===== src/rtl/ps2_key_tracker.sv =====
// PS/2 make/break tracker for N_KEYS configurable scancodes, republishing the held-key bitmap on a divided tick.
// Build option: define KEY_EXT_EN so that E0-prefixed sequences never match a tracked key.

module ps2_key_slot #(
  parameter logic [7:0] CODE = 8'h00
) (
  input  logic       clk,
  input  logic       rst_n,
  input  logic [7:0] code,
  input  logic       make_en,
  input  logic       brk_en,
  output logic       held
);
  logic hit;
  assign hit = (code == CODE);

  always_ff @(posedge clk) begin
    if (!rst_n)              held <= 1'b0;
    else if (make_en && hit) held <= 1'b1;
    else if (brk_en && hit)  held <= 1'b0;
  end
endmodule

module ps2_key_tracker #(
  parameter int                  N_KEYS    = 4,
  parameter logic [N_KEYS*8-1:0] KEY_CODES = {8'h2B, 8'h23, 8'h1B, 8'h1C},
  parameter int                  DIV       = 2500000
) (
  input  logic              clk,
  input  logic              rst_n,
  input  logic [7:0]        code_i,
  input  logic              code_valid_i,
  output logic [N_KEYS-1:0] code_o,
  output logic              tick_o,
  output logic              changed_o
);
  localparam int CW = $clog2(DIV);
  localparam logic [CW-1:0] CNT_MAX = CW'(DIV - 1);
`ifdef KEY_EXT_EN
  localparam logic EXT_MATCH = 1'b0;
`else
  localparam logic EXT_MATCH = 1'b1;
`endif

  typedef enum logic [1:0] {IDLE, BRK, EXT, EXT_BRK} st_t;

  st_t               st, st_nxt;
  logic              make_en, brk_en;
  logic [N_KEYS-1:0] key_state;
  logic [CW-1:0]     cnt;
  logic              tick;

  always_ff @(posedge clk) begin
    if (!rst_n) st <= IDLE;
    else        st <= st_nxt;
  end

  always_comb begin
    st_nxt  = st;
    make_en = 1'b0;
    brk_en  = 1'b0;
    if (code_valid_i) begin
      unique case (st)
        IDLE: begin
          if (code_i == 8'hF0)      st_nxt = BRK;
          else if (code_i == 8'hE0) st_nxt = EXT;
          else                      make_en = 1'b1;
        end
        BRK: begin
          if (code_i == 8'hE0)      st_nxt = EXT_BRK;
          else if (code_i != 8'hF0) begin
            brk_en = 1'b1;
            st_nxt = IDLE;
          end
        end
        EXT: begin
          if (code_i == 8'hF0)      st_nxt = EXT_BRK;
          else if (code_i != 8'hE0) begin
            make_en = EXT_MATCH;
            st_nxt  = IDLE;
          end
        end
        EXT_BRK: begin
          if (code_i != 8'hF0 && code_i != 8'hE0) begin
            brk_en = EXT_MATCH;
            st_nxt = IDLE;
          end
        end
        default: st_nxt = IDLE;
      endcase
    end
  end

  // One slot per tracked key; duplicate codes simply update together.
  for (genvar i = 0; i < N_KEYS; i++) begin : g_key
    ps2_key_slot #(.CODE(KEY_CODES[8*i +: 8])) u_slot (
      .clk     (clk),
      .rst_n   (rst_n),
      .code    (code_i),
      .make_en (make_en),
      .brk_en  (brk_en),
      .held    (key_state[i])
    );
  end

  assign tick = (cnt == CNT_MAX);

  always_ff @(posedge clk) begin
    if (!rst_n) cnt <= '0;
    else if (tick) cnt <= '0;
    else cnt <= cnt + 1'b1;
  end

  // Snapshot uses pre-edge key_state, so a byte landing on the tick edge waits a period.
  always_ff @(posedge clk) begin
    if (!rst_n) begin
      code_o    <= '0;
      tick_o    <= 1'b0;
      changed_o <= 1'b0;
    end else begin
      tick_o    <= tick;
      changed_o <= tick && (key_state != code_o);
      if (tick) code_o <= key_state;
    end
  end
endmodule

===== config.mk =====
export PLATFORM = sky130hd
export DESIGN_NAME = ps2_key_tracker
export DESIGN_NICKNAME = d
export VERILOG_FILES = /design/src/rtl/ps2_key_tracker.sv
export SDC_FILE = /design/constraint.sdc
export NUM_CORES = 1
export LEC_CHECK = 0
export CAP_MARGIN = 0
export CORE_MARGIN = 1
export CORE_UTILIZATION = 50
export CTS_BUF_LIST = sky130_fd_sc_hd__clkbuf_2
export DETAILED_ROUTE_END_ITERATION = 16
export HOLD_SLACK_MARGIN = 0.05
export PLACE_DENSITY_LB_ADDON = 0.05
export SYNTH_ARGS = -nofsm -noshare
export SYNTH_HDL_FRONTEND = slang
export SYNTH_SLANG_ARGS = --single-unit

===== constraint.sdc =====
create_clock -name clk -period 3 [get_ports clk]
set_clock_uncertainty 0.05 [all_clocks]
set_input_delay 0.6 -clock clk [delete_from_list [all_inputs] [get_ports clk]]
set_output_delay 0.6 -clock clk [all_outputs]
set_load 0.005 [all_outputs]

==> flow_summary_export.csv, run 1 <==
group,metric,value,unit
placed_design,gpl_wtd_cong,0.869,
global_route,grt_first_pass_wirelength,5850,µm
worst_setup_path,worst_r2r_endpoint,"cnt[20]$_SDFF_PP0_",
global_route,globalRoute.totalOverflow,0,
worst_setup_path,r2r_start,"cnt[0]$_SDFF_PP0_",
drt,post_detailed_route_wirelength_per_cell,13.2,µm
yosys,netlist.area_leader.share,0.413,
die,floorplan.die.width,58.5,µm
die,ios,17,
timing,hold_viol,0,
drt,detail_route.wirelength,3250,µm
clock_tree,clock_sink_count,33,
placed_design,dpl.hpwl,2400,µm
worst_setup_path,timing.reg2reg.worst_path_depth,5,
yosys,postSynth.topFlopCell,"sky130_fd_sc_hd__dfxtp_1",
timing,fmax,491,MHz
die,core_box_area,3050,µm²
power,p_total,677,µW
die,die_area,3430,µm²
yosys,yosys_warnings,0,
drt,num_vias,1388,
drt,route.antenna.remaining_nets,0,
worst_setup_path,timing.critical_path.arrival,2.30,ns
worst_setup_path,critical_path.startpoint_type,"register",
clock_tree,cts_setup_buffers,0,
clock_tree,hold_buffers,0,
yosys,syn-instance-count,183,
yosys,synth.cells.most_frequent,"sky130_fd_sc_hd__dfxtp_1, sky130_fd_sc_hd__nor2_1, sky130_fd_sc_hd__nand3_1, sky130_fd_sc_hd__xnor2_1",
placed_design,dpl.cell_count,240,
timing,maxSlewHeadroom,0.657,
layout,antenna_cells,0,
yosys,syn-cell-area,1600,µm²
drt,drc,0,
yosys,asyncSetResetFlopFracSynth,0,
worst_setup_path,critPathMaxFanout,7,
yosys,ys_seq_elements,33,
die,rows,20,
min_path,worst_hold_path.endpoint,"cnt[0]$_SDFF_PP0_",
placed_design,place.port_buffers,16,
layout,post_route_cells_drive_above_1_share,0.0690,
min_path,min-delay-start,"cnt[0]$_SDFF_PP0_",
drt,firstDrtPassIters,4,
layout,fillerInstances,279,
worst_setup_path,setup.worst_path.end_class,"register",
timing,setup_tns,0,ns
timing,period_needed,2.04,ns
clock_tree,clock_insertion_delay_worst_skew,0.36,ns
die,initial_utilization,0.523,
power,p_leak,0.000588,µW
clock_tree,cts_repair_resize_count,0,
timing,final_max_slew_viols,0,
clock_tree,cts.root.buffer_cell,"sky130_fd_sc_hd__clkbuf_2",
layout,multi_input_area,901,µm²
yosys,number_of_nets_in_the_synthesized_netlist,195,
worst_setup_path,path_class,"reg -> reg",
status,status,"finished clean",
layout,final-instance-count-excl-fill,247,
clock_tree,cts_buffers,5,
global_route,antenna_found_initial,0,
global_route,gr-usage-all-layers,0.225,
timing,grt_setup_unrepaired,"false",
clock_tree,cts-htree-levels,2,
yosys,synth_edf_count,0,
drt,drt_first_iter_violations,81,
flow_run,max-cap-violations,0,
clock_tree,clkSlewWorstSetupHoldPaths,0.15,ns
min_path,timing.hold.worst.class,"reg -> reg",
die,dieHeight,58.5,µm
layout,layout.area.seq,661,µm²
layout,layout-area-overhead-vs-synth,15.0,%
yosys,synth_top_area_cell,"sky130_fd_sc_hd__dfxtp_1",
clock_tree,clock_tree_from_tritoncts,"yes",
min_path,timing.hold.worst_path_depth,1,
power,pwr_density_cell,368,nW/µm²
global_route,grt_start_max_net_pins,23,
timing,final_min_period_over_clock_period,0.678,
yosys,synth_cell_type_count,37,
yosys,syn_area_per_cell,8.73,µm²
worst_setup_path,reg2reg_setup_slack,0.96,ns
timing,hold_slack,0.445,ns
timing,slew_at_the_pin_with_the_worst_max_slew_slack,0.510,ns
yosys,ys_seq_area_frac,0.413,
global_route,grt_pass1_vias,1304,
layout,finalNetCount,215,
yosys,yosys.cell_count.top_type,"sky130_fd_sc_hd__dfxtp_1",
drt,dr_vias_cell,5.62,
timing,setup_viol_count_final,0,
yosys,netlist_top_cells_area,"sky130_fd_sc_hd__dfxtp_1, sky130_fd_sc_hd__xnor2_1, sky130_fd_sc_hd__nor2_1",
worst_setup_path,cp.required,3.26,ns
power,max-vdd-ir-drop,229,µV
clock_tree,cts_max_path_buffers,2,
layout,finalCoreUtilization,0.602,
## cell families after synthesis
group | synth area share
AO/OA/AOI/OAI | 0.110
adder cells (fa/ha/maj) | 0.00783
flip-flops | 0.413
buffers and inverters | 0.0227
XOR/XNOR | 0.0932
AND/OR/NAND/NOR | 0.353
## sequential cells by signal, indices dropped and copies added, names as in the netlist
signal / flops
cnt: 22
changed_o: 1
g_key.u_slot.held: 4
tick_o: 1
code_o: 4
st: 1
## cells in the final DEF, fill, tap and decap left out, drive strengths merged, types with 3 or more instances in the layout
master,Yosys,final
or3,4,4
dfxtp,33,33
nand4,6,6
xnor2,13,13
o21ai,8,8
clkbuf,2,6
clkdlybuf4s50,0,16
o31ai,4,4
xor2,4,4
a21oi,12,12
or4,3,3
a31oi,3,3
and3,4,4
nor4,6,6
nor3,7,7
and4,8,8
nor2,20,20
inv,5,5
nand3,13,13
nand2,11,11
## where the power goes
group          switching, µW  internal, µW
Clock                    137          54.4
Combinational           18.3          18.8
Sequential              5.59           442
Total                    161           516
## worst max-delay path, cell delays in order, from the launching register on
cell,delay (ns)
sky130_fd_sc_hd__dfxtp_1,0.42
sky130_fd_sc_hd__ha_1,0.28
sky130_fd_sc_hd__nand4_4,0.17
sky130_fd_sc_hd__or3_4,0.44
sky130_fd_sc_hd__or4_4,0.49
sky130_fd_sc_hd__a21oi_2,0.14
## per-stage QoR
stage / setup slack (ns) / area (µm²)
after floorplan: 1.10 / 1600
after global placement: 0.895 / 1800
after detailed placement: 0.814 / 1800
after CTS: 0.948 / 1840
after global routing: 0.837 / 1840
final: 0.965 / 1840
## worst max path at each step
stage	startpoint	end	cells after the start
final	cnt[0]$_SDFF_PP0_	cnt[20]$_SDFF_PP0_	5
after CTS	cnt[0]$_SDFF_PP0_	cnt[20]$_SDFF_PP0_	5
after global routing	cnt[0]$_SDFF_PP0_	changed_o$_SDFF_PN0_	5
after global placement	code_i[4]	g_key[2].u_slot.held$_SDFFE_PN0P_	5
after floorplan	cnt[0]$_SDFF_PP0_	cnt[20]$_SDFF_PP0_	5
after detailed placement	code_i[4]	g_key[2].u_slot.held$_SDFFE_PN0P_	5
## final cells by class
cell class / count / area share
Multi-Input combinational cell: 141 / 0.490
Sequential cell: 33 / 0.360
Timing Repair Buffer: 17 / 0.0913
Tap cell: 44 / 0.0300
Clock buffer: 6 / 0.0163
Inverter: 5 / 0.0102
Clock inverter: 1 / 0.00204
## metal layers
metal / GRT usage / up-vias / wire length (µm) / share of wire
met5: 0 / - / 0 / 0
met4: 0.0918 / 0 / 51 / 0.016
met3: 0.0615 / 7 / 158 / 0.049
met2: 0.343 / 29 / 1430 / 0.44
met1: 0.301 / 634 / 1610 / 0.49
li1: - / 718 / - / -
No activity file was read; power rests on OpenSTA's default activity.
==> run 2: changes to the inputs <==
==> constraint.sdc (replaced) <==
create_clock -name clk -period 1.85 [get_ports clk]
set_clock_uncertainty 0.05 [all_clocks]
set_input_delay 0.37 -clock clk [delete_from_list [all_inputs] [get_ports clk]]
set_output_delay 0.37 -clock clk [all_outputs]
set_load 0.005 [all_outputs]
==> run 2 against run 1 <==
- first-iteration DRC count fell by 1.2%
- critical endpoint unchanged
- die area is the same
- global-route usage down 0.52 points
- design area up 9.7%
- largest power group unchanged
- non-clock buffer count up 19
- fmax increased by 13%
- cell count up 7.3%
- clock power grew 63%
- power increased by 66%
- utilization is 5.9 points higher
- setup slack worse by 0.91 ns
- register-to-register slack worse by 0.91 ns
==> flow_summary_export.csv, run 2 (synthesized netlist as in run 1, its figures left out) <==
group,metric,value,unit
worst_setup_path,cpLargestDelayFamily,"simple AND/OR/NAND/NOR gates",
min_path,timing.hold.worst_path_depth,2,
worst_setup_path,timing.critical_path.from,"cnt[0]$_SDFF_PP0_",
timing,final_min_period_over_clock_period,0.971,
placed_design,gpl_wtd_cong,0.879,
power,p_leak,0.000684,µW
global_route,antenna_found_initial,0,
clock_tree,clock_insertion_delay_worst_skew,0.38,ns
layout,layout_commonest_cell,"sky130_fd_sc_hd__dfxtp_1",
drt,drt_first_iter_violations,80,
worst_setup_path,critPathMaxFanout,4,
power,max-vdd-ir-drop,325,µV
die,dieHeight,58.5,µm
drt,firstDrtPassIters,4,
timing,hold_viol,0,
die,ios,17,
die,core_box_area,3050,µm²
global_route,globalRoute.totalOverflow,0,
layout,layout_common_cells,"sky130_fd_sc_hd__dfxtp_1, sky130_fd_sc_hd__nor2_1, sky130_fd_sc_hd__buf_4",
layout,layout.cell_area.non_filler,2020,µm²
global_route,grt_pass1_vias,1297,
worst_setup_path,wp_depth,5,
worst_setup_path,critical_path.startpoint_type,"register",
die,initial_utilization,0.523,
drt,route.antenna.remaining_nets,0,
worst_setup_path,critical_path.endpoint,"cnt[20]$_SDFF_PP0_",
drt,detail_route.wirelength,3430,µm
layout,layout-area-overhead-vs-synth,26.2,%
worst_setup_path,r2r_start,"cnt[0]$_SDFF_PP0_",
layout,layout.area.seq,663,µm²
layout,fillerInstances,274,
clock_tree,hold_buffers,0,
clock_tree,clock_tree_from_tritoncts,"yes",
timing,period_needed,1.80,ns
timing,slew_at_the_pin_with_the_worst_max_slew_slack,0.415,ns
worst_setup_path,timing.reg2reg.worst_path_depth,5,
placed_design,dpl-instance-area,1960,µm²
layout,finalCoreUtilization,0.660,
timing,maxSlewHeadroom,0.719,
drt,num_vias,1462,
worst_setup_path,reg2reg_setup_slack,0.05,ns
drt,dr_vias_cell,5.52,
status,status,"finished clean",
die,die_area,3430,µm²
placed_design,dpl.hpwl,2580,µm
timing,fmax,556,MHz
layout,max_ffs_per_register,22,
worst_setup_path,worst_r2r_endpoint,"cnt[20]$_SDFF_PP0_",
timing,final_max_slew_viols,0,
worst_setup_path,cp.required,2.12,ns
placed_design,place.port_buffers,16,
clock_tree,cts_buffers,5,
clock_tree,cts-htree-levels,2,
layout,multi_input_area,926,µm²
global_route,grt_first_pass_wirelength,5660,µm
worst_setup_path,critPathSlowestCell,"sky130_fd_sc_hd__or4_4",
min_path,timing.hold.worst.class,"reg -> reg",
drt,drc,0,
clock_tree,cts.root.buffer_cell,"sky130_fd_sc_hd__clkbuf_2",
timing,grt_setup_unrepaired,"false",
global_route,gr-usage-all-layers,0.220,
die,floorplan.die.width,58.5,µm
layout,post_route_cells_drive_above_1_share,0.172,
worst_setup_path,buffers_and_inverters_on_the_worst_path,0,
layout,antenna_cells,0,
drt,post_detailed_route_wirelength_per_cell,12.9,µm
clock_tree,clkSlewWorstSetupHoldPaths,0.15,ns
clock_tree,cts_max_path_buffers,2,
layout,finalNetCount,234,
worst_setup_path,path_class,"reg -> reg",
die,rows,20,
layout,largestRegisters,"cnt: 22 flops, code_o: 4 flops, g_key.u_slot.held: 4 flops",
worst_setup_path,cp_slowest_stage_delay,0.49,ns
power,pwr_density_cell,556,nW/µm²
timing,setup_viol_count_final,0,
worst_setup_path,timing.critical_path.arrival,2.07,ns
flow_run,max-cap-violations,0,
clock_tree,clock_sink_count,33,
worst_setup_path,critical_path.cell_chain,"ha_4, nand4_4, or3_4, or4_4, a21oi_2",
layout,largest-register,"cnt",
global_route,grt_start_max_net_pins,23,
worst_setup_path,setup.worst_path.end_class,"register",
## run 2: per-layer routing
layer | vias up | global-route usage | wire length [µm]
met5 | - | 0 | 0
met4 | 0 | 0.0884 | 55
met3 | 7 | 0.0659 | 134
met2 | 26 | 0.355 | 1580
met1 | 677 | 0.274 | 1660
li1 | 752 | - | -
## run 2: metrics by stage
step	std cells	setup TNS [ns]	hold slack, ns	power, µW	setup WS, ns
after floorplan	183	0	0.417	773	0.0203
after global routing	265	0	0.496	1180	0.00884
after global placement	258	0	0.441	818	0.0232
final	265	0	0.468	1120	0.0530
after CTS	264	0	0.466	1130	0.0164
after detailed placement	258	-0.0706	0.446	823	-0.0688
## run 2: worst register-to-register path, cell delays in order (launching register included)
cell and delay [ns]:
sky130_fd_sc_hd__dfxtp_2 0.38, sky130_fd_sc_hd__ha_4 0.16, sky130_fd_sc_hd__nand4_4 0.11, sky130_fd_sc_hd__or3_4 0.42, sky130_fd_sc_hd__or4_4 0.49, sky130_fd_sc_hd__a21oi_2 0.13
## run 2: repair_timing
| item | 4_1_cts | 5_1_grt |
|---|---|---|
| buffers inserted | 0 | 1 |
| pin swaps | 0 | 1 |
| resized for setup | 1 | 3 |
| endpoints found under the setup margin | 2 | 18 |
## run 2: how the worst min path moves through the flow
stage	to	start
final	code_o[1]$_SDFFE_PN0P_	code_o[1]$_SDFFE_PN0P_
after global routing	code_o[1]$_SDFFE_PN0P_	g_key[1].u_slot.held$_SDFFE_PN0P_
after CTS	cnt[21]$_SDFF_PP0_	cnt[21]$_SDFF_PP0_
after detailed placement	cnt[21]$_SDFF_PP0_	cnt[21]$_SDFF_PP0_
after global placement	code_o[0]$_SDFFE_PN0P_	code_o[0]$_SDFFE_PN0P_
after floorplan	cnt[21]$_SDFF_PP0_	cnt[21]$_SDFF_PP0_
## run 2: power breakdown
group / total, µW / internal (µW) / switching (µW)
Clock: 311 / 76.9 / 234
Sequential: 726 / 719 / 7.24
Combinational: 83.8 / 46.7 / 37.1
## run 2: cell type report
type | count | share of cell area
clock inverters | 1 | 0.00248
well taps | 44 | 0.0273
inverters | 5 | 0.00931
repair buffers | 36 | 0.160
clock buffers | 5 | 0.0124
multi-input cells | 141 | 0.459
flip-flops and latches | 33 | 0.329
